**src/rtl/digit_entry_buffer.sv**
```systemverilog
// Keypad number-entry buffer: collects decimal keypresses into a packed BCD word
// with sign, backspace and clear, and hands the committed number off via valid/ready.
module digit_entry_buffer #(
    parameter int         NUM_DIGITS = 4,
    parameter logic [3:0] KEY_BKSP   = 4'hB,
    parameter logic [3:0] KEY_SIGN   = 4'hD,
    parameter logic [3:0] KEY_CLEAR  = 4'hC,
    parameter logic [3:0] KEY_ENTER  = 4'hE
) (
    input  logic                              clk,
    input  logic                              nrst,
    input  logic                              keystrobe,
    input  logic [3:0]                        keycode,
    output logic [4*NUM_DIGITS-1:0]           entry_bcd,
    output logic [$clog2(NUM_DIGITS+1)-1:0]   entry_cnt,
    output logic                              entry_neg,
    output logic [4*NUM_DIGITS-1:0]           num_bcd,
    output logic                              num_neg,
    output logic                              num_valid,
    input  logic                              num_ready,
    output logic                              overflow
);

    localparam int BW = 4 * NUM_DIGITS;
    localparam int CW = $clog2(NUM_DIGITS + 1);
    localparam logic [CW-1:0] CNT_MAX = CW'(NUM_DIGITS);

    typedef enum logic {
        ENTRY = 1'b0,
        PEND  = 1'b1
    } state_t;

    state_t state;

    logic is_digit;
    logic buf_full;
    logic buf_empty;

    assign is_digit  = (keycode < 4'd10);
    assign buf_full  = (entry_cnt == CNT_MAX);
    assign buf_empty = (entry_cnt == '0);

    // Shift the new digit in at the LS nibble; the top nibble is known empty here.
    function automatic logic [BW-1:0] push_digit(input logic [BW-1:0] word,
                                                 input logic [3:0]    d);
        return (word << 4) | BW'(d);
    endfunction

    always_ff @(posedge clk or negedge nrst) begin
        if (!nrst) begin
            state     <= ENTRY;
            entry_bcd <= '0;
            entry_cnt <= '0;
            entry_neg <= 1'b0;
            num_bcd   <= '0;
            num_neg   <= 1'b0;
            num_valid <= 1'b0;
            overflow  <= 1'b0;
        end else begin
            overflow <= 1'b0;
            case (state)
                ENTRY: begin
                    if (keystrobe) begin
                        if (is_digit) begin
                            if (buf_full) begin
                                overflow <= 1'b1;
                            end else if (!(keycode == 4'd0 && buf_empty)) begin
                                entry_bcd <= push_digit(entry_bcd, keycode);
                                entry_cnt <= entry_cnt + CW'(1);
                            end
                        end else if (keycode == KEY_BKSP) begin
                            if (!buf_empty) begin
                                entry_bcd <= entry_bcd >> 4;
                                entry_cnt <= entry_cnt - CW'(1);
                                // Removing the last digit leaves nothing to carry a sign.
                                if (entry_cnt == CW'(1)) begin
                                    entry_neg <= 1'b0;
                                end
                            end
                        end else if (keycode == KEY_SIGN) begin
                            if (!buf_empty) begin
                                entry_neg <= ~entry_neg;
                            end
                        end else if (keycode == KEY_CLEAR) begin
                            entry_bcd <= '0;
                            entry_cnt <= '0;
                            entry_neg <= 1'b0;
                        end else if (keycode == KEY_ENTER) begin
                            num_bcd   <= entry_bcd;
                            num_neg   <= entry_neg;
                            num_valid <= 1'b1;
                            entry_bcd <= '0;
                            entry_cnt <= '0;
                            entry_neg <= 1'b0;
                            state     <= PEND;
                        end
                    end
                end
                PEND: begin
                    // Keys are dropped while waiting; committed value stays for the consumer.
                    if (num_ready) begin
                        num_valid <= 1'b0;
                        state     <= ENTRY;
                    end
                end
                default: state <= ENTRY;
            endcase
        end
    end

endmodule

```
**config.mk**
```make
export PLATFORM = sky130hd
export DESIGN_NAME = digit_entry_buffer
export DESIGN_NICKNAME = d
export VERILOG_FILES = /design/src/rtl/digit_entry_buffer.sv
export SDC_FILE = /design/constraint.sdc
export NUM_CORES = 1
export LEC_CHECK = 0
export CORE_MARGIN = 3
export CORE_UTILIZATION = 49
export DETAILED_ROUTE_END_ITERATION = 10
export MAX_ROUTING_LAYER = met4
export PLACE_DENSITY = 0.75
export SYNTH_ARGS = -nofsm -noshare
export SYNTH_HDL_FRONTEND = slang
export SYNTH_SLANG_ARGS = --single-unit
```
**constraint.sdc**
```tcl
create_clock -name clk -period 2.1 [get_ports clk]
set_input_delay 0.21 -clock clk [delete_from_list [all_inputs] [get_ports clk]]
set_output_delay 0.21 -clock clk [all_outputs]
set_load 0.03 [all_outputs]
```
After elaboration in Yosys (flattened, before gate mapping)
Cells that the tools add are included.
Operators by class
  $add $sub $neg: 2
  $lt $le $gt $ge: 1
  eq/ne operators: 20
  multiplexer cells: 43
  bitwise gates (word level): 7
  reduce and logical (&&, ||, !) cells: 9
Operators by type and width (count)
  two-way mux 16 bit: 8
  AND reduction 7 bit: 4
  two-way mux 1 bit: 25
  two-way mux 3 bit: 8
  inequality test 2 bit (second input constant): 11
  equality test 4 bit (second input constant): 4
  OR 16 x 4 -> 16 bit: 1
  nonzero test 4 bit: 2
  inequality test 3 bit (second input constant): 2
  inverter 1 bit: 6
  logical NOT 4 bit: 1
  < comparator 4 bit (second input constant): 1
  one-hot mux 1 bit (2 select lines): 2
  adder 3 x 1 -> 3 bit (second input constant): 1
  equality test 3 x 1 -> 1 bit (second input constant): 1
  equality test 3 bit (second input constant): 1
  logical NOT 3 bit: 1
  subtractor 3 x 1 -> 3 bit (second input constant): 1
  inequality test 2 x 1 -> 1 bit (second input constant): 1
  logical AND 1 bit: 1
Word-level totals
  register bits after elaboration: 40
  input port bits: 8
  output and inout bits: 39
  logic and storage cells: 90

Logic depth before layout (Yosys ltp)
Gate-level depths: netlist (run 1).
  word-level depth: 8
  mapped depth: 7
  depth with buffers taken out: 6

Worst setup path before layout (run 1)
No wires, ideal clock.
  kind: reg2reg
  start: register entry_cnt[0]
  end: register entry_bcd[10]
  setup time: 0.125 ns
  arrival: 1.908 ns
  required time: 1.975 ns
  setup slack: 0.067 ns
  stages on the path, launching flop included: 8
  buffers on the path: 1
  clock period less this slack: 2.033 ns
  cells stage by stage: dfrtp_1 inv_1 ha_1 nor3b_1 o21ai_1 nand3_2 buf_6 mux2_4
On the way
  cells in the longest elaborated chain, start to end: 4
  elaborated cells between the ends (all ways): 7
  classes of those cells: 4 x eq/ne; 3 x reduce/logical
RTL lines
  start, declared: RTL line 15  | output logic [$clog2(NUM_DIGITS+1)-1:0] entry_cnt,
  start signal, assigned: RTL line 69  | entry_cnt <= entry_cnt + CW'(1);
  start signal, assigned: RTL line 74  | entry_cnt <= entry_cnt - CW'(1);
  logical NOT 3 bit: RTL line 41  | assign buf_empty = (entry_cnt == '0);
  logical AND 1 bit: RTL line 67  | end else if (!(keycode == 4'd0 && buf_empty)) begin
  inequality test 2 bit (no line)
  AND reduction 7 bit (no line) *
  end signal, assigned: RTL line 68  | entry_bcd <= push_digit(entry_bcd, keycode);
  end signal, assigned: RTL line 73  | entry_bcd <= entry_bcd >> 4;
  end, declared: RTL line 14  | output logic [4*NUM_DIGITS-1:0] entry_bcd,
Mark *: on every way between the ends. The rest lies on a longest branch, timed or not.
A chain may end at the register's enable or synchronous reset.

Worst setup path in the final report (run 1)
  start: register entry_cnt[0]
  end: register entry_bcd[5]
Same word-level chain as after synthesis.

==> metrics, run 1 <==
number of global-route vias before repair=1,526; PwrDens=about 1400 nW/µm²; path type of the worst setup path=flip-flop to flip-flop; diode count=0; Yosys cell types=38; Post-Syn Area=a little under 2000 µm²; reg-to-reg slack, setup=0.18 ns; final wirelength=4.32 mm; Worst Tran Pin Value=0.858 ns; Placer Congestion=0.897; Antenna Violating Nets Remaining=0; Via Count=1,458; Total Routing Usage GR=19.9%; post-layout min period=1.92 ns; leakage=0.00120 µW; Core Util, Final=68.1%; RSZ-0062 raised after global routing=false; Post-synth EDFFs=0; Top FF cell, synth=dfrtp_1; Clk Tree Root Cell=clkbuf_8; clk_skew=0.00846 ns; total CTS buffers=5; max-slew violation count=0; Initial Util=52.4%; synth warn=0; fmax=522 MHz; Filler cells=between 200 and 300; drt via density=5.52; setup TNS=0 ns; most common library cells after synthesis=dfrtp_1 (40), nand2_1 (18), mux2_4 (15); crit path launch type=flip-flop; RR Endpoint=entry_bcd[5]; syn_area_per_cell=12.1 µm²; 1st-iter DRT viols=82; Die Ht=between 60 and 70 µm; min-delay worst type=input port to async pin; total setup buffers inserted after CTS=0; Final Hold Vio Count=0; worst vdd ir=0.733 mV; CTS tree=done; Detailed Place HPWL=3.10 mm; clk sinks=40; layout cells sized above 1=22.7%; die width=69.7 µm; row cnt=22; area grow syn2layout=30.0%; H-tree levels=2; sequential area share after synthesis=50.3%; Residual DRC=0; Clock Latency Late Sink=0.29 ns; I/O pin count=47; average wire per standard cell=16.4 µm; grt ovf=0; Rel. slew slack=roughly 43%; post-synth top area cell=dfrtp_1; R2R cell count=7; most frequent cell after synthesis=dfrtp_1; count of state elements after synthesis=40; initial antenna violation count=0; Crit. End Element=flip-flop; endpoints failing setup=0; Max Root-Sink Buffers=2; Crit Path Max Fanout=18; CP arrival=2.09 ns; Syn Nets=about 180; period utilisation layout=91.3%; Post-Syn Instances=164; largest net degree at the start of global routing=between 40 and 50; FF-to-FF Start=entry_cnt[0]; Clock transition at path regs=0.08 ns; status=complete, no violations; number of iterations in the first detailed-routing pass=5; top-area cell type share of the netlist area=50.3%; Die Area=around 4900 µm²; final-stage net count=228; Async SR Flop Fraction=100%; first-pass GRT wire length=7.62 mm; Core Region=3800 µm²; Port Buffer Count=46; CP required=between 2 and 2.5 ns; synth top area cells=dfrtp_1 (50%), mux2_4 (11%), mux2_2 (6.2%); max-cap check violation count=0
## cell usage in the layout (no fill, tap or decap), types with 2 or more instances in the layout
cell             Yosys  routed
ha_1                 4       3
clkdlybuf4s50_1      0      45
mux2_2              11      11
inv_1                8       8
a21oi_1              3       3
a31oi_1              2       2
nand2_1             18      18
nor2_1               2       2
buf_4                1       8
mux2_4              15      15
clkbuf_8             0       5
a22o_1               7       7
o21ai_0             12      12
dfrtp_1             40      40
o21ai_1              2       2
mux2i_1              5       5
nor3_1               2       2
nor3b_1              2       2
nand3_1              4       4
## kinds of logic after synthesis
kind of cell             count (synthesis)  share of synthesized area, %
multiplexers                            31                          20.1
adder cells (fa/ha/maj)                  4                          2.52
AO/OA/AOI/OAI                           33                          11.5
flip-flops                              40                          50.3
buffers and inverters                   19                          5.85
AND/OR/NAND/NOR                         37                          9.75
## cell type report
cell class                 count  area, µm²  area share [%]
clock buffer                   5       68.8            2.66
tap                           48       60.1            2.32
multi-input combinational    105        875            33.8
clock inverter                 2       12.5           0.484
sequential                    40       1000            38.7
timing repair buffer          55        536            20.7
inverter                       9       33.8            1.31
## power by group
group	total (µW)	switching, µW	internal, µW
registers	1280	254	1030
logic	1750	928	824
clock network	488	263	225
## worst max-delay path by stage
stage | end | slack, ns | cells past startpoint | startpoint
detailed placement | entry_bcd[7] | 0.04 | 7 | keycode[2]
floorplan | entry_bcd[10] | 0.07 | 7 | entry_cnt[0]
global placement | entry_cnt[1] | 0.13 | 6 | keycode[0]
global route | entry_bcd[1] | 0.01 | 7 | entry_cnt[0]
CTS | entry_bcd[0] | 0.16 | 7 | entry_cnt[0]
finish | entry_bcd[5] | 0.18 | 7 | entry_cnt[0]
## critical path, cell delays in order, from the launching register on
cell     delay [ns]
dfrtp_1        0.42
inv_1          0.13
ha_2           0.27
nor3b_1        0.22
o21ai_1        0.13
nand3_2        0.10
buf_12         0.18
mux2_2         0.34
## repair_timing
action,4_1_cts,5_1_grt
endpoints found under the setup margin,0,9
hold buffers,0,0
resized for setup,0,1
## stage by stage
step	setup slack [ns]	std cells	instance area, µm²	total power, µW	hold WS (ns)
floorplan	0.0673	164	1990	2310	-0.0856
global route	0.0137	264	2590	3720	0.0869
finish	0.184	264	2590	3520	0.0204
CTS	0.157	264	2580	3540	0.0609
global placement	0.126	257	2500	2990	0.364
detailed placement	0.0390	257	2500	3050	0.372
## per-layer routing
metal | up-vias | share of wire (%) | track usage (%)
li1 | 682 | - | -
met1 | 717 | 44 | 25.3
met2 | 52 | 50 | 32.7
met3 | 7 | 5.1 | 3.48
met4 | 0 | 1.2 | 5.96
met5 | - | 0 | -
## sequential cells by signal, summed over array words and instances (netlist names)
| name | flops |
|---|---|
| entry_bcd | 16 |
| entry_cnt | 3 |
| entry_neg | 1 |
| num_bcd | 16 |
| num_neg | 1 |
| num_valid | 1 |
| overflow | 1 |
| state | 1 |
Note: power is estimated with default switching activity, not from simulation.
==> run 2: changes to the inputs <==
--- a/config.mk
+++ b/config.mk
@@ -9,7 +9,7 @@
 export CORE_UTILIZATION = 49
 export DETAILED_ROUTE_END_ITERATION = 10
 export MAX_ROUTING_LAYER = met4
-export PLACE_DENSITY = 0.75
+export PLACE_DENSITY_LB_ADDON = 0.2
 export SYNTH_ARGS = -nofsm -noshare
 export SYNTH_HDL_FRONTEND = slang
 export SYNTH_SLANG_ARGS = --single-unit
==> metrics, run 2 (synthesized netlist as in run 1, its figures left out) <==
top flop regs=entry_bcd x16, num_bcd x16, entry_cnt x3; RSZ-0062 raised after global routing=false; Total Routing Usage GR=19.3%; met1 wire length=2.03 mm; Worst Tran Pin Value=0.867 ns; Residual DRC=0; post-layout min period=1.98 ns; endpoints failing setup=0; Cells after DPL=~260; number of global-route vias before repair=1,418; Largest stage delay, worst path=about 0.43 ns; reg-to-reg slack, setup=0.12 ns; max-slew violation count=0; min-delay worst type=input port to async pin; I/O pin count=47; Initial Util=52.4%; Die Ht=69.7 µm; final-stage net count=228; PwrDens=~1400 nW/µm²; clk sinks=40; Finished Layout Cells=265; row cnt=22; Crit. End Element=flip-flop; clk_skew=~0.0066 ns; setup TNS=0 ns; most common cell after layout, fill and taps aside=clkdlybuf4s50_1; Clock Latency Late Sink=between 0.2 and 0.3 ns; total setup buffers inserted after CTS=0; H-tree levels=2; Placer Congestion=about 0.85; CP startpoint=entry_cnt[0]; leakage=0.00121 µW; Antenna Violating Nets Remaining=0; die width=69.7 µm; area grow syn2layout=31.2%; worst vdd ir=approximately 0.77 mV; CP Buf/Inv Count=2; CP delay by family, top=flip-flops; status=complete, no violations; met3 routed WL=204 µm; initial antenna violation count=0; R2R cell count=7; average wire per standard cell=16.5 µm; commonest non-fill, non-tap cells in the layout=clkdlybuf4s50_1 (45), dfrtp_1 (40), nand2_1 (18); CP required=about 2.3 ns; Port Buffer Count=46; period utilisation layout=94.5%; top layer in use=met4; path type of the worst setup path=flip-flop to flip-flop; diode count=0; WP depth=7; final wirelength=4.37 mm; Via Count=around 1,500; total CTS buffers=5; crit path capture=entry_bcd[0]; Detailed Place HPWL=a little over 3 mm; CTS tree=done; grt ovf=0; RR Endpoint=entry_bcd[0]; largest net degree at the start of global routing=41; first-pass GRT wire length=7.30 mm; Clk Tree Root Cell=clkbuf_8; CP arrival=2.16 ns; layout cells sized above 1=between 20% and 30%; CP max stage cell=dfrtp_1; crit path cell chain=inv_1 -> ha_1 -> nor3b_1 -> o21ai_1 -> nand3_2 -> buf_12 -> mux2_2; FF-to-FF Start=entry_cnt[0]; max-cap check violation count=0; drt via density=5.52; Max Root-Sink Buffers=2; Core Region=between 3000 and 4000 µm²; 1st-iter DRT viols=85; Rel. slew slack=between 40% and 50%; number of iterations in the first detailed-routing pass=4; fmax=between 500 and 600 MHz; Crit Path Max Fanout=18; # hold bufs at CTS=0; Final Hold Vio Count=0; Clock transition at path regs=0.08 ns; CTS resizes=0; Die Area=between 4000 and 5000 µm²; WHS=0.0416 ns; crit path launch type=flip-flop; Met2 Routed Length=2.11 mm
[run 2: metal layers]
layer,track usage [%],vias up
li1,-,682
met1,26.5,728
met2,29.0,51
met3,3.77,2
met4,6.17,0
met5,-,-
[run 2: how the worst min path moves through the flow]
| stage | slack [ns] | start | end | cells past startpoint |
|---|---|---|---|---|
| after detailed placement | 0.38 | nrst | num_bcd[8] | 1 |
| after global routing | 0.10 | nrst | entry_bcd[10] | 1 |
| after CTS | 0.07 | nrst | entry_bcd[15] | 1 |
| after floorplan | -0.09 | nrst | entry_bcd[0] | 0 |
| final | 0.04 | nrst | entry_bcd[3] | 1 |
| after global placement | 0.36 | nrst | num_bcd[8] | 1 |
[run 2: power by group]
| part | internal [µW] | total [µW] | switching [µW] |
|---|---|---|---|
| Sequential | 1030 | 1300 | 272 |
| Clock | 353 | 610 | 257 |
| Combinational | 816 | 1740 | 923 |
| Total | 2200 | 3650 | 1450 |
[run 2: area by class of cell]
class / instances / area (µm²)
fill: 274 / 1190
sequential: 40 / 1000
multi-input combinational: 105 / 872
timing repair buffer: 55 / 536
clock buffer: 6 / 72.6
tap: 48 / 60.1
clock inverter: 2 / 35.0
inverter: 9 / 33.8
[run 2: per-stage QoR]
stage	util, %	worst slack [ns]	instance area, µm²	total power (µW)
global placement	65.9	0.104	2500	3010
global route	68.7	0.0359	2610	3830
finish	68.7	0.116	2610	3650
floorplan	-	0.0673	1990	2310
CTS	68.7	0.141	2610	3670
detailed placement	65.9	0.0394	2500	3060
==> run 3: changes to the inputs <==
--- a/config.mk
+++ b/config.mk
@@ -7,6 +7,7 @@
 export LEC_CHECK = 0
 export CORE_MARGIN = 3
 export CORE_UTILIZATION = 49
+export CTS_CLUSTER_SIZE = 40
 export DETAILED_ROUTE_END_ITERATION = 10
 export MAX_ROUTING_LAYER = met4
 export PLACE_DENSITY_LB_ADDON = 0.2
==> results of run 3 <==
Same layout as run 2: the final DEF is identical, and so are final timing and power.
